File: config.mk
export PLATFORM = sky130hd
export DESIGN_NAME = sixteen_to_one_tdm_mux_flat
export DESIGN_NICKNAME = d
export VERILOG_FILES = /design/src/rtl/sixteen_to_one_tdm_mux_pkg.sv /design/src/rtl/sixteen_to_one_tdm_mux_if.sv /design/src/rtl/sixteen_to_one_tdm_mux_next_ch.sv /design/src/rtl/sixteen_to_one_tdm_mux.sv /design/src/flat_wrapper.sv
export SDC_FILE = /design/constraint.sdc
export NUM_CORES = 1
export LEC_CHECK = 0
export ABC_AREA = 1
export ABC_CLOCK_PERIOD_IN_PS = 3900
export CORE_MARGIN = 2
export CORE_UTILIZATION = 50
export DETAILED_ROUTE_END_ITERATION = 16
export PLACE_DENSITY = 0.81
export SLEW_MARGIN = 20
export SYNTH_ARGS = -nofsm -noshare
export SYNTH_HDL_FRONTEND = slang
export SYNTH_SLANG_ARGS = --single-unit
File: constraint.sdc
create_clock -name i_clk -period 3.9 [get_ports i_clk]
set_clock_uncertainty 0.15 [all_clocks]
set_input_delay 0.585 -clock i_clk [delete_from_list [all_inputs] [get_ports i_clk]]
set_output_delay 0.585 -clock i_clk [all_outputs]
set_load 0.05 [all_outputs]
File: src/rtl/sixteen_to_one_tdm_mux_pkg.sv
// rtl/sixteen_to_one_tdm_mux_pkg.sv - shared sizes and FSM state type for the 16:1 TDM mux
package tdm_mux_pkg;
   localparam int N_CH  = 16;
   localparam int SEL_W = $clog2(N_CH);

   typedef enum logic [1:0] {
      IDLE   = 2'd0,
      SCAN   = 2'd1,
      MANUAL = 2'd2
   } state_t;
endpackage

File: src/rtl/sixteen_to_one_tdm_mux_if.sv
// rtl/sixteen_to_one_tdm_mux_if.sv - channel inputs and beat handshake bundle of the 16:1 TDM mux
interface sixteen_to_one_tdm_mux_if;
   import tdm_mux_pkg::*;

   logic             en;
   logic             mode_manual;
   logic [SEL_W-1:0] man_sel;
   logic [N_CH-1:0]  ch_in;
   logic [N_CH-1:0]  ch_mask;
   logic             out_ready;
   logic             out_valid;
   logic             out_bit;
   logic [SEL_W-1:0] out_sel;
   logic             frame_start;
   logic             busy;

   modport master (
      output en, mode_manual, man_sel, ch_in, ch_mask, out_ready,
      input  out_valid, out_bit, out_sel, frame_start, busy
   );

   modport slave (
      input  en, mode_manual, man_sel, ch_in, ch_mask, out_ready,
      output out_valid, out_bit, out_sel, frame_start, busy
   );
endinterface

File: src/rtl/sixteen_to_one_tdm_mux_next_ch.sv
// rtl/sixteen_to_one_tdm_mux_next_ch.sv - priority search for the next enabled channel
module tdm_next_ch
   import tdm_mux_pkg::*;
(
   input  logic [N_CH-1:0]  i_mask,
   input  logic [SEL_W-1:0] i_cur,
   input  logic             i_first,
   output logic [SEL_W-1:0] o_nxt,
   output logic             o_none
);

   // Walking downwards lets the lowest qualifying bit win the last assignment.
   always_comb begin
      o_nxt  = '0;
      o_none = 1'b1;
      for (int i = N_CH - 1; i >= 0; i--) begin
         if (i_mask[i] && (i_first || (SEL_W'(i) > i_cur))) begin
            o_nxt  = SEL_W'(i);
            o_none = 1'b0;
         end
      end
   end

endmodule

File: src/rtl/sixteen_to_one_tdm_mux.sv
// rtl/sixteen_to_one_tdm_mux.sv - framed 16:1 time-division multiplexer with manual select mode
module sixteen_to_one_tdm_mux
   import tdm_mux_pkg::*;
(
   input  logic                     i_clk,
   input  logic                     i_rst_n,
   sixteen_to_one_tdm_mux_if.slave  io_bus
);

   state_t           r_state;
   logic [N_CH-1:0]  r_snap_d;
   logic [N_CH-1:0]  r_snap_m;
   logic             r_out_valid;
   logic             r_out_bit;
   logic [SEL_W-1:0] r_out_sel;
   logic             r_frame_start;
   logic             r_busy;

   logic [SEL_W-1:0] w_first_sel;
   logic             w_first_none;
   logic [SEL_W-1:0] w_adv_sel;
   logic             w_adv_none;
   logic             w_accept;
   logic             w_start_frame;

   // First beat of a fresh frame is searched on the live mask, advancing on the snapshot.
   tdm_next_ch u_first (
      .i_mask  (io_bus.ch_mask),
      .i_cur   ('0),
      .i_first (1'b1),
      .o_nxt   (w_first_sel),
      .o_none  (w_first_none)
   );

   tdm_next_ch u_adv (
      .i_mask  (r_snap_m),
      .i_cur   (r_out_sel),
      .i_first (1'b0),
      .o_nxt   (w_adv_sel),
      .o_none  (w_adv_none)
   );

   assign w_accept      = r_out_valid & io_bus.out_ready;
   assign w_start_frame = io_bus.en & ~w_first_none;

   always_ff @(posedge i_clk or negedge i_rst_n) begin
      if (!i_rst_n) begin
         r_state       <= IDLE;
         r_snap_d      <= '0;
         r_snap_m      <= '0;
         r_out_valid   <= 1'b0;
         r_out_bit     <= 1'b0;
         r_out_sel     <= '0;
         r_frame_start <= 1'b0;
         r_busy        <= 1'b0;
      end else begin
         case (r_state)
            IDLE: begin
               if (io_bus.mode_manual) begin
                  r_state <= MANUAL;
                  r_busy  <= 1'b1;
               end else if (w_start_frame) begin
                  r_snap_d      <= io_bus.ch_in;
                  r_snap_m      <= io_bus.ch_mask;
                  r_out_valid   <= 1'b1;
                  r_out_sel     <= w_first_sel;
                  r_out_bit     <= io_bus.ch_in[w_first_sel];
                  r_frame_start <= 1'b1;
                  r_state       <= SCAN;
                  r_busy        <= 1'b1;
               end
            end

            SCAN: begin
               if (w_accept) begin
                  if (!w_adv_none) begin
                     r_out_sel     <= w_adv_sel;
                     r_out_bit     <= r_snap_d[w_adv_sel];
                     r_frame_start <= 1'b0;
                  end else if (w_start_frame) begin
                     r_snap_d      <= io_bus.ch_in;
                     r_snap_m      <= io_bus.ch_mask;
                     r_out_sel     <= w_first_sel;
                     r_out_bit     <= io_bus.ch_in[w_first_sel];
                     r_frame_start <= 1'b1;
                  end else begin
                     r_out_valid   <= 1'b0;
                     r_frame_start <= 1'b0;
                     r_state       <= IDLE;
                     r_busy        <= 1'b0;
                  end
               end
            end

            MANUAL: begin
               if (!io_bus.mode_manual) begin
                  r_out_valid   <= 1'b0;
                  r_frame_start <= 1'b0;
                  r_state       <= IDLE;
                  r_busy        <= 1'b0;
               end else begin
                  r_out_bit     <= io_bus.ch_in[io_bus.man_sel];
                  r_out_sel     <= io_bus.man_sel;
                  r_out_valid   <= 1'b1;
                  r_frame_start <= 1'b0;
               end
            end

            default: begin
               r_state     <= IDLE;
               r_out_valid <= 1'b0;
               r_busy      <= 1'b0;
            end
         endcase
      end
   end

   assign io_bus.out_valid   = r_out_valid;
   assign io_bus.out_bit     = r_out_bit;
   assign io_bus.out_sel     = r_out_sel;
   assign io_bus.frame_start = r_frame_start;
   assign io_bus.busy        = r_busy;

endmodule

File: src/flat_wrapper.sv
// flat-port wrapper written by rule: the top's interface ports become plain ports
module sixteen_to_one_tdm_mux_flat import tdm_mux_pkg::*;
  (i_clk, i_rst_n, io_bus_en, io_bus_mode_manual, io_bus_man_sel, io_bus_ch_in, io_bus_ch_mask, io_bus_out_ready, io_bus_out_valid, io_bus_out_bit, io_bus_out_sel, io_bus_frame_start, io_bus_busy);
  sixteen_to_one_tdm_mux_if io_bus_i ();
  input  logic i_clk;
  input  logic i_rst_n;
  input wire logic [$bits(io_bus_i.en)-1:0] io_bus_en;
  input wire logic [$bits(io_bus_i.mode_manual)-1:0] io_bus_mode_manual;
  input wire logic [$bits(io_bus_i.man_sel)-1:0] io_bus_man_sel;
  input wire logic [$bits(io_bus_i.ch_in)-1:0] io_bus_ch_in;
  input wire logic [$bits(io_bus_i.ch_mask)-1:0] io_bus_ch_mask;
  input wire logic [$bits(io_bus_i.out_ready)-1:0] io_bus_out_ready;
  output wire logic [$bits(io_bus_i.out_valid)-1:0] io_bus_out_valid;
  output wire logic [$bits(io_bus_i.out_bit)-1:0] io_bus_out_bit;
  output wire logic [$bits(io_bus_i.out_sel)-1:0] io_bus_out_sel;
  output wire logic [$bits(io_bus_i.frame_start)-1:0] io_bus_frame_start;
  output wire logic [$bits(io_bus_i.busy)-1:0] io_bus_busy;
  assign io_bus_i.en = io_bus_en;
  assign io_bus_i.mode_manual = io_bus_mode_manual;
  assign io_bus_i.man_sel = io_bus_man_sel;
  assign io_bus_i.ch_in = io_bus_ch_in;
  assign io_bus_i.ch_mask = io_bus_ch_mask;
  assign io_bus_i.out_ready = io_bus_out_ready;
  assign io_bus_out_valid = io_bus_i.out_valid;
  assign io_bus_out_bit = io_bus_i.out_bit;
  assign io_bus_out_sel = io_bus_i.out_sel;
  assign io_bus_frame_start = io_bus_i.frame_start;
  assign io_bus_busy = io_bus_i.busy;
  sixteen_to_one_tdm_mux u_core (.i_clk(i_clk), .i_rst_n(i_rst_n), .io_bus(io_bus_i));
endmodule
[After elaboration in Yosys (flattened, before gate mapping)]
Index checks and enable logic that the tools add are counted.
W data, S select, Z words.
Operators by class
  bitwise operators: 3
  order comparisons: 19
  multiplexer cells: 113
  equal/unequal tests: 10
  reduce and logical (&&, ||, !) cells: 24
Operators by type and width (number)
  $mux W4: 37
  $mux W16: 8
  $pmux W16 S2: 2
  $mux W1: 51
  $gt A4 B4 Y1 const A: 8
  $gt A3 B4 Y1 const A: 4
  $logic_and A1 B1 Y1: 16
  $lt A4 B5 Y1 const B: 3
  $bmux W1 S4: 3
  $mux W2: 6
  $pmux W1 S3: 4
  $pmux W4 S3: 1
  $reduce_and A4 Y1: 3
  $reduce_and A5 Y1: 2
  $gt A1 B4 Y1 const A: 2
  $gt A2 B4 Y1 const A: 2
  $ne A2 B2 Y1 const B: 4
  $ne A2 B1 Y1 const B: 3
  $pmux W2 S3: 1
  $ne A3 B2 Y1 const B: 1
  $reduce_bool A3 Y1: 1
  $and A1 B1 Y1: 2
  $eq A2 B1 Y1 const B: 1
  $eq A2 B2 Y1 const B: 1
  other kinds (3): 3
Storage, ports and cells
  bits of input ports: 41
  register bits after elaboration: 42
  word-level logic and storage cells: 177
  output and inout bits: 8

[Longest topological paths before layout]
  depth after elaboration: 23
  depth in mapped cells: 24
  gate-level depth less buffers: 24

[Hierarchy]
From an unflattened synthesis, not the netlist that was laid out.
Second synthesis, totals
  cell total of the unflattened synthesis: 465
  area, all modules: 3278.1 um2
By module, submodules not included
  sixteen_to_one_tdm_mux: instances 1, seq. area each 1051.0 um2, area each 2523.7 um2, cells each 317
  tdm_next_ch at u_core.u_first: instances 1, seq. area each 0.0 um2, area each 377.9 um2, cells each 74
  tdm_next_ch at u_core.u_adv: instances 1, seq. area each 0.0 um2, area each 376.6 um2, cells each 74

[Least setup slack after synthesis]
OpenSTA, ideal clock, no wires.
  kind: reg-to-reg
  from: register u_core.r_out_sel[2], in the netlist u_core.io_bus.out_sel[2]
  to: register u_core.r_snap_d[0]
  arrival time: 2268 ps
  buffers on the path: 1
  required time: 3625 ps
  setup slack: 1357 ps
  cell stages (with the launch flop): 14
  period minus slack after synthesis: 2543 ps
  library setup time: 125 ps
  path through: dfrtp_1 -> nor2_1 -> nand3_1 -> nand2_1 -> nor2_1 -> inv_2 -> nor2_2 -> inv_2 -> nor2_2 -> nor2_1 -> clkinv_2 -> o2111ai_4 -> buf_6 -> mux2_4
On the way
  longest elaborated chain between the ends: 20
  elaborated cells on any way between the ends: 50
  those cells by class: order compare (16); eq/ne (1); mux (16); reduce/logical (17)
Ends and longest elaborated chain
  from (decl): RTL line sixteen_to_one_tdm_mux.sv:15  | logic [SEL_W-1:0] r_out_sel;
  from (signal assigned): RTL line sixteen_to_one_tdm_mux.sv:66  | r_out_sel <= w_first_sel;
  from (signal assigned): RTL line sixteen_to_one_tdm_mux.sv:77  | r_out_sel <= w_adv_sel;
  from (signal assigned): RTL line sixteen_to_one_tdm_mux.sv:83  | r_out_sel <= w_first_sel;
  $gt A4 B4 Y1: RTL line sixteen_to_one_tdm_mux_next_ch.sv:17  | if (i_mask[i] && (i_first || (SEL_W'(i) > i_cur))) begin
  $logic_and A1 B1 Y1: RTL line sixteen_to_one_tdm_mux_next_ch.sv:17
  $mux W1 (15 in series): RTL line sixteen_to_one_tdm_mux_next_ch.sv:17
  $mux W1 *: RTL line sixteen_to_one_tdm_mux_next_ch.sv:17
  $ne A2 B1 Y1 (no line) *
  $reduce_and A4 Y1 (no line) *
  to (signal assigned): RTL line sixteen_to_one_tdm_mux.sv:63  | r_snap_d <= io_bus.ch_in;
  to (signal assigned): RTL line sixteen_to_one_tdm_mux.sv:81  | r_snap_d <= io_bus.ch_in;
  to (decl): RTL line sixteen_to_one_tdm_mux.sv:11  | logic [N_CH-1:0] r_snap_d;
Mark *: on every way between the ends. The rest lies on a longest branch, timed or not.
A chain may end at the register's enable or synchronous reset.

[Worst setup path after layout]
  from: input port io_bus_ch_mask[3]
  to: register u_core.r_snap_m[7]
On the way
  longest elaborated chain between the ends: 10
  elaborated cells on any way between the ends: 11
  those cells by class: mux (9); bitwise (2)
Ends and longest elaborated chain
  from (decl): RTL line flat_wrapper.sv:11  | input wire logic [$bits(io_bus_i.ch_mask)-1:0] io_bus_ch_mask;
  $mux W1 * (4 in series): RTL line sixteen_to_one_tdm_mux_next_ch.sv:17
  $not A1 Y1 *: RTL line sixteen_to_one_tdm_mux.sv:44  | assign w_start_frame = io_bus.en & ~w_first_none;
  $and A1 B1 Y1 *: RTL line sixteen_to_one_tdm_mux.sv:44
  $mux W16 *
  $mux W16 (2 in series)
  $pmux W16 S2 *
  to (signal assigned): RTL line sixteen_to_one_tdm_mux.sv:64  | r_snap_m <= io_bus.ch_mask;
  to (signal assigned): RTL line sixteen_to_one_tdm_mux.sv:82  | r_snap_m <= io_bus.ch_mask;
  to (decl): RTL line sixteen_to_one_tdm_mux.sv:12  | logic [N_CH-1:0] r_snap_m;
Mark *: on every way between the ends. The rest lies on a longest branch, timed or not. The select of a mux whose other input is x is not followed.

==> results by group <==
Yosys
  – Post-Syn Area: 2840 sq um
  – Synth Instances: 414
  – Area leader, netlist: dfrtp_1
  – Synth Flop Type: dfrtp_1
  – Number of flops mapped to enable cells by yosys: 0
  – Number of library cell types mapped by synthesis: 31
  – Commonest cells post-synth: 109 x nand2_1, 60 x nand3_1, 58 x inv_1
  – Synth Net Count: 459
  – YS warnings: 0
  – Post-Syn Area per Cell: 6.85 sq um
  – Synthesized flop and latch total: 41
  – Sequential element share of the synthesized area: 36.2%
  – Ranking of synthesized cells by area: dfrtp_1 36%, nand2_1 14%, nand3_1 11%
  – Share of the synthesized area in the top cell type: 36.2%
  – Asr flop ratio synth: 100%
  – Most numerous cell in the Yosys netlist: nand2_1

STA
  – # setup viols final: 0
  – Slew at the pin closest to its max-slew limit: 946 ps
  – Setup WS post-layout: 917 ps
  – Pins over their slew limit: 0
  – Final Cycle Share: 76.5%
  – Post-Route Setup TNS: 0 ps
  – Relative slew slack: 36.9%
  – RSZ-0062 raised after global routing: false
  – Tmin final: 2980 ps
  – WHS: 291 ps
  – Final Hold Fails: 0
  – F_max: 335 MHz

Worst hold path
  – Min-Delay Path Class: input pin to asynchronous set/reset pin

Drt
  – Vias after detailed routing: 2982
  – Antenna-violating nets left: 0
  – Routed WL per cell: 14.2 um
  – Drt pass-1 iters: 7
  – Total wire length: 7630 um
  – Iter 0 DRT Violations: 358
  – DR DRC count: 0
  – Vias per cell: 5.56

Setup path
  – CP Cell Sequence: clkdlybuf4s50_1 -> nor2_1 -> inv_1 -> nor2_1 -> inv_1 -> nor2_1 -> nor2_1 -> inv_1 -> nand2_1 -> o2111ai_4 -> buf_4 -> o21ai_0
  – CP Launch Type: input pin
  – Req. time, crit path: 3940 ps
  – CP arrival: 3030 ps
  – Worst path slowest cell: o2111ai_4
  – Worst setup startpoint: io_bus_ch_mask[3]
  – Buffers & Inverters on Critical Path: 5
  – Worst r2r src: u_core.io_bus.out_sel[2]$_DFFE_PN0P_
  – CP max FO: 33
  – Setup crit end kind: register
  – CP endpoint: u_core.r_snap_m[7]$_DFFE_PN0P_
  – Slowest stage delay, CP: 530 ps
  – Crit path kind: input pin to register
  – Most frequent cell on the critical path: nor2_1
  – R2R depth: 13
  – FF-to-FF setup slack: 980 ps
  – Cell family with most CP delay: buffers and inverters
  – R2R Path End: u_core.r_snap_m[7]$_DFFE_PN0P_
  – Crit path depth: 12

Cells and area
  – Fillers: 509
  – Nets@finish: 509
  – Area growth, synth to finish: 22.2%
  – # diodes: 0
  – Post-layout util: 62.9%
  – Layout cells sized above 1: 6.68%

Pwr
  – Maximum VDD drop: 0.408 mV
  – Combinational power share: 62.1%
  – Tot Pwr: 0.00289 W
  – P_sw: 0.00146 W
  – LEAKAGE: 1.71 nW
  – Flop pwr share: 28.0%
  – Internal power: 0.00143 W
  – Clock Power Share: 9.9%
  – PD cells: 834 nW/um^2
  – Switching Fraction: 50.7%

Clocking
  – Root Buffer: clkbuf_8
  – Hold_buf cts: 0
  – Reg clk slew, reported paths: 80 ps
  – PostCTS Resize Cnt: 0
  – CTS tree: yes
  – H-tree Lvls: 2
  – Postcts setup bufs: 0
  – CTS buffer count: 5
  – Clock Sinks: 41
  – Skew-Pair Late Insertion Delay: 290 ps
  – CTS Buffer Depth: 2

GRT
  – First-pass GRT wire length: 12600 um
  – Pin count of the biggest net entering global routing: 42
  – Total GRT Usage: 25.3%
  – Grt total ovfl: 0
  – Number of global-route vias before repair: 2747
  – Initial antenna violation count: 0

Placed design
  – Place WS: 597 ps
  – Final GP Congestion: 0.937
  – HPWL after DPL: 5890 um
  – Port buffer count: 48

Floorplanning
  – Initial Utilization: 51.5%
  – Die Wd: 79.3 um
  – Core Area: 5510 sq um
  – Site row count: 27
  – Die height: 79.3 um
  – Die area: 6290 sq um
  – IO Count: 49

Flow run
  – Max cap viols: 0

Status
  – Outcome: complete, no violations
-- cell usage in the layout, fill, tap and decap left out --
| cell type | netlist | routed |
|---|---|---|
| a21boi_1 | 1 | 1 |
| a21oi_1 | 21 | 21 |
| a22oi_1 | 1 | 1 |
| a31oi_1 | 2 | 2 |
| buf_2 | 0 | 1 |
| buf_4 | 0 | 1 |
| clkbuf_1 | 5 | 1 |
| clkbuf_8 | 0 | 6 |
| clkdlybuf4s50_1 | 0 | 47 |
| clkinv_1 | 2 | 2 |
| clkinv_2 | 1 | 1 |
| dfrtp_1 | 41 | 41 |
| ha_1 | 4 | 4 |
| inv_1 | 58 | 58 |
| inv_2 | 4 | 4 |
| mux2_2 | 3 | 3 |
| mux2_4 | 6 | 6 |
| nand2_1 | 109 | 109 |
| nand2_2 | 2 | 2 |
| nand2_4 | 2 | 2 |
| nand3_1 | 60 | 60 |
| nand3_2 | 1 | 1 |
| nor2_1 | 26 | 26 |
| nor2_2 | 2 | 2 |
| nor3_1 | 2 | 2 |
| nor4_1 | 1 | 1 |
| o2111ai_4 | 1 | 1 |
| o211ai_1 | 5 | 5 |
| o21ai_0 | 44 | 44 |
| o21ai_1 | 3 | 3 |
| o21ai_2 | 1 | 1 |
| o221ai_1 | 2 | 2 |
| o22ai_1 | 2 | 2 |
| o311ai_0 | 1 | 1 |
-- routing by layer --
metal	GRT usage (%)	up-vias	wire (um)	share of wire, %
li1	-	1461	-	-
met1	34.6	1385	3380	44
met2	40.6	117	3540	46
met3	3.98	19	503	6.6
met4	9.14	0	211	2.8
met5	0	-	0	0
-- power groups by stage --
stage | Sequential [W] | Combinational (W) | Clock, W
2_1_floorplan | 0.000899 | 0.00121 | 0
3_3_place_gp | 0.000801 | 0.00173 | 0
3_5_place_dp | 0.000810 | 0.00177 | 0
4_1_cts | 0.000803 | 0.00178 | 0.000289
5_1_grt | 0.000830 | 0.00199 | 0.000305
6_report | 0.000809 | 0.00180 | 0.000286
-- layout make-up --
| class | instances | area [sq um] | share of cell area (%) |
|---|---|---|---|
| Tap cell | 72 | 90.1 | 2.60 |
| Inverter | 65 | 245 | 7.08 |
| Sequential cell | 41 | 1030 | 29.6 |
| Clock buffer | 7 | 86.3 | 2.49 |
| Timing Repair Buffer | 49 | 483 | 13.9 |
| Multi-Input combinational cell | 302 | 1530 | 44.3 |
-- worst register-to-register path, cell delays in order, from the launching register on --
cell	delay [ps]
dfrtp_1	520
nand2_1	140
o211ai_1	250
nand2_1	90
clkinv_1	60
nand2_1	70
nor2_2	150
inv_2	50
nor2_2	90
nor2_1	60
clkinv_2	110
o2111ai_4	460
buf_4	420
o21ai_0	210
-- logic make-up after synthesis --
family                     share of synthesized area [%]
and+or+nand+nor                                     31.1
AOI/OAI and AO/OA                                   16.9
buffers and inverters                               9.71
DFF                                                 36.2
muxes                                               4.37
adders and majority gates                           1.77
-- state kept, by name, summed over array words and instances (netlist names) --
| name | count |
|---|---|
| u_core.r_snap_d | 16 |
| u_core.r_snap_m | 15 |
| u_core.io_bus.out_sel | 4 |
| u_core.r_state | 2 |
| u_core.io_bus.busy | 1 |
| u_core.io_bus.frame_start | 1 |
| u_core.io_bus.out_bit | 1 |
| u_core.io_bus.out_valid | 1 |
-- per-stage QoR --
stage,cells,instance area (sq um)
final,536,3460
after global routing,536,3460
after CTS,536,3460
after floorplan,414,2840
after global placement,529,3380
after detailed placement,529,3380
-- worst min path at each step --
stage	to	slack, ps	depth (start not counted)
after detailed placement	u_core.io_bus.frame_start$_DFFE_PN0P_	320	2
after global placement	u_core.r_snap_d[2]$_DFFE_PN0P_	320	2
final	u_core.r_snap_m[12]$_DFFE_PN0P_	290	1
after floorplan	u_core.io_bus.busy$_DFFE_PN0P_	140	0
after CTS	u_core.io_bus.frame_start$_DFFE_PN0P_	330	1
after global routing	u_core.r_snap_m[9]$_DFFE_PN0P_	370	1
Note: power is estimated with default switching activity, not from simulation.
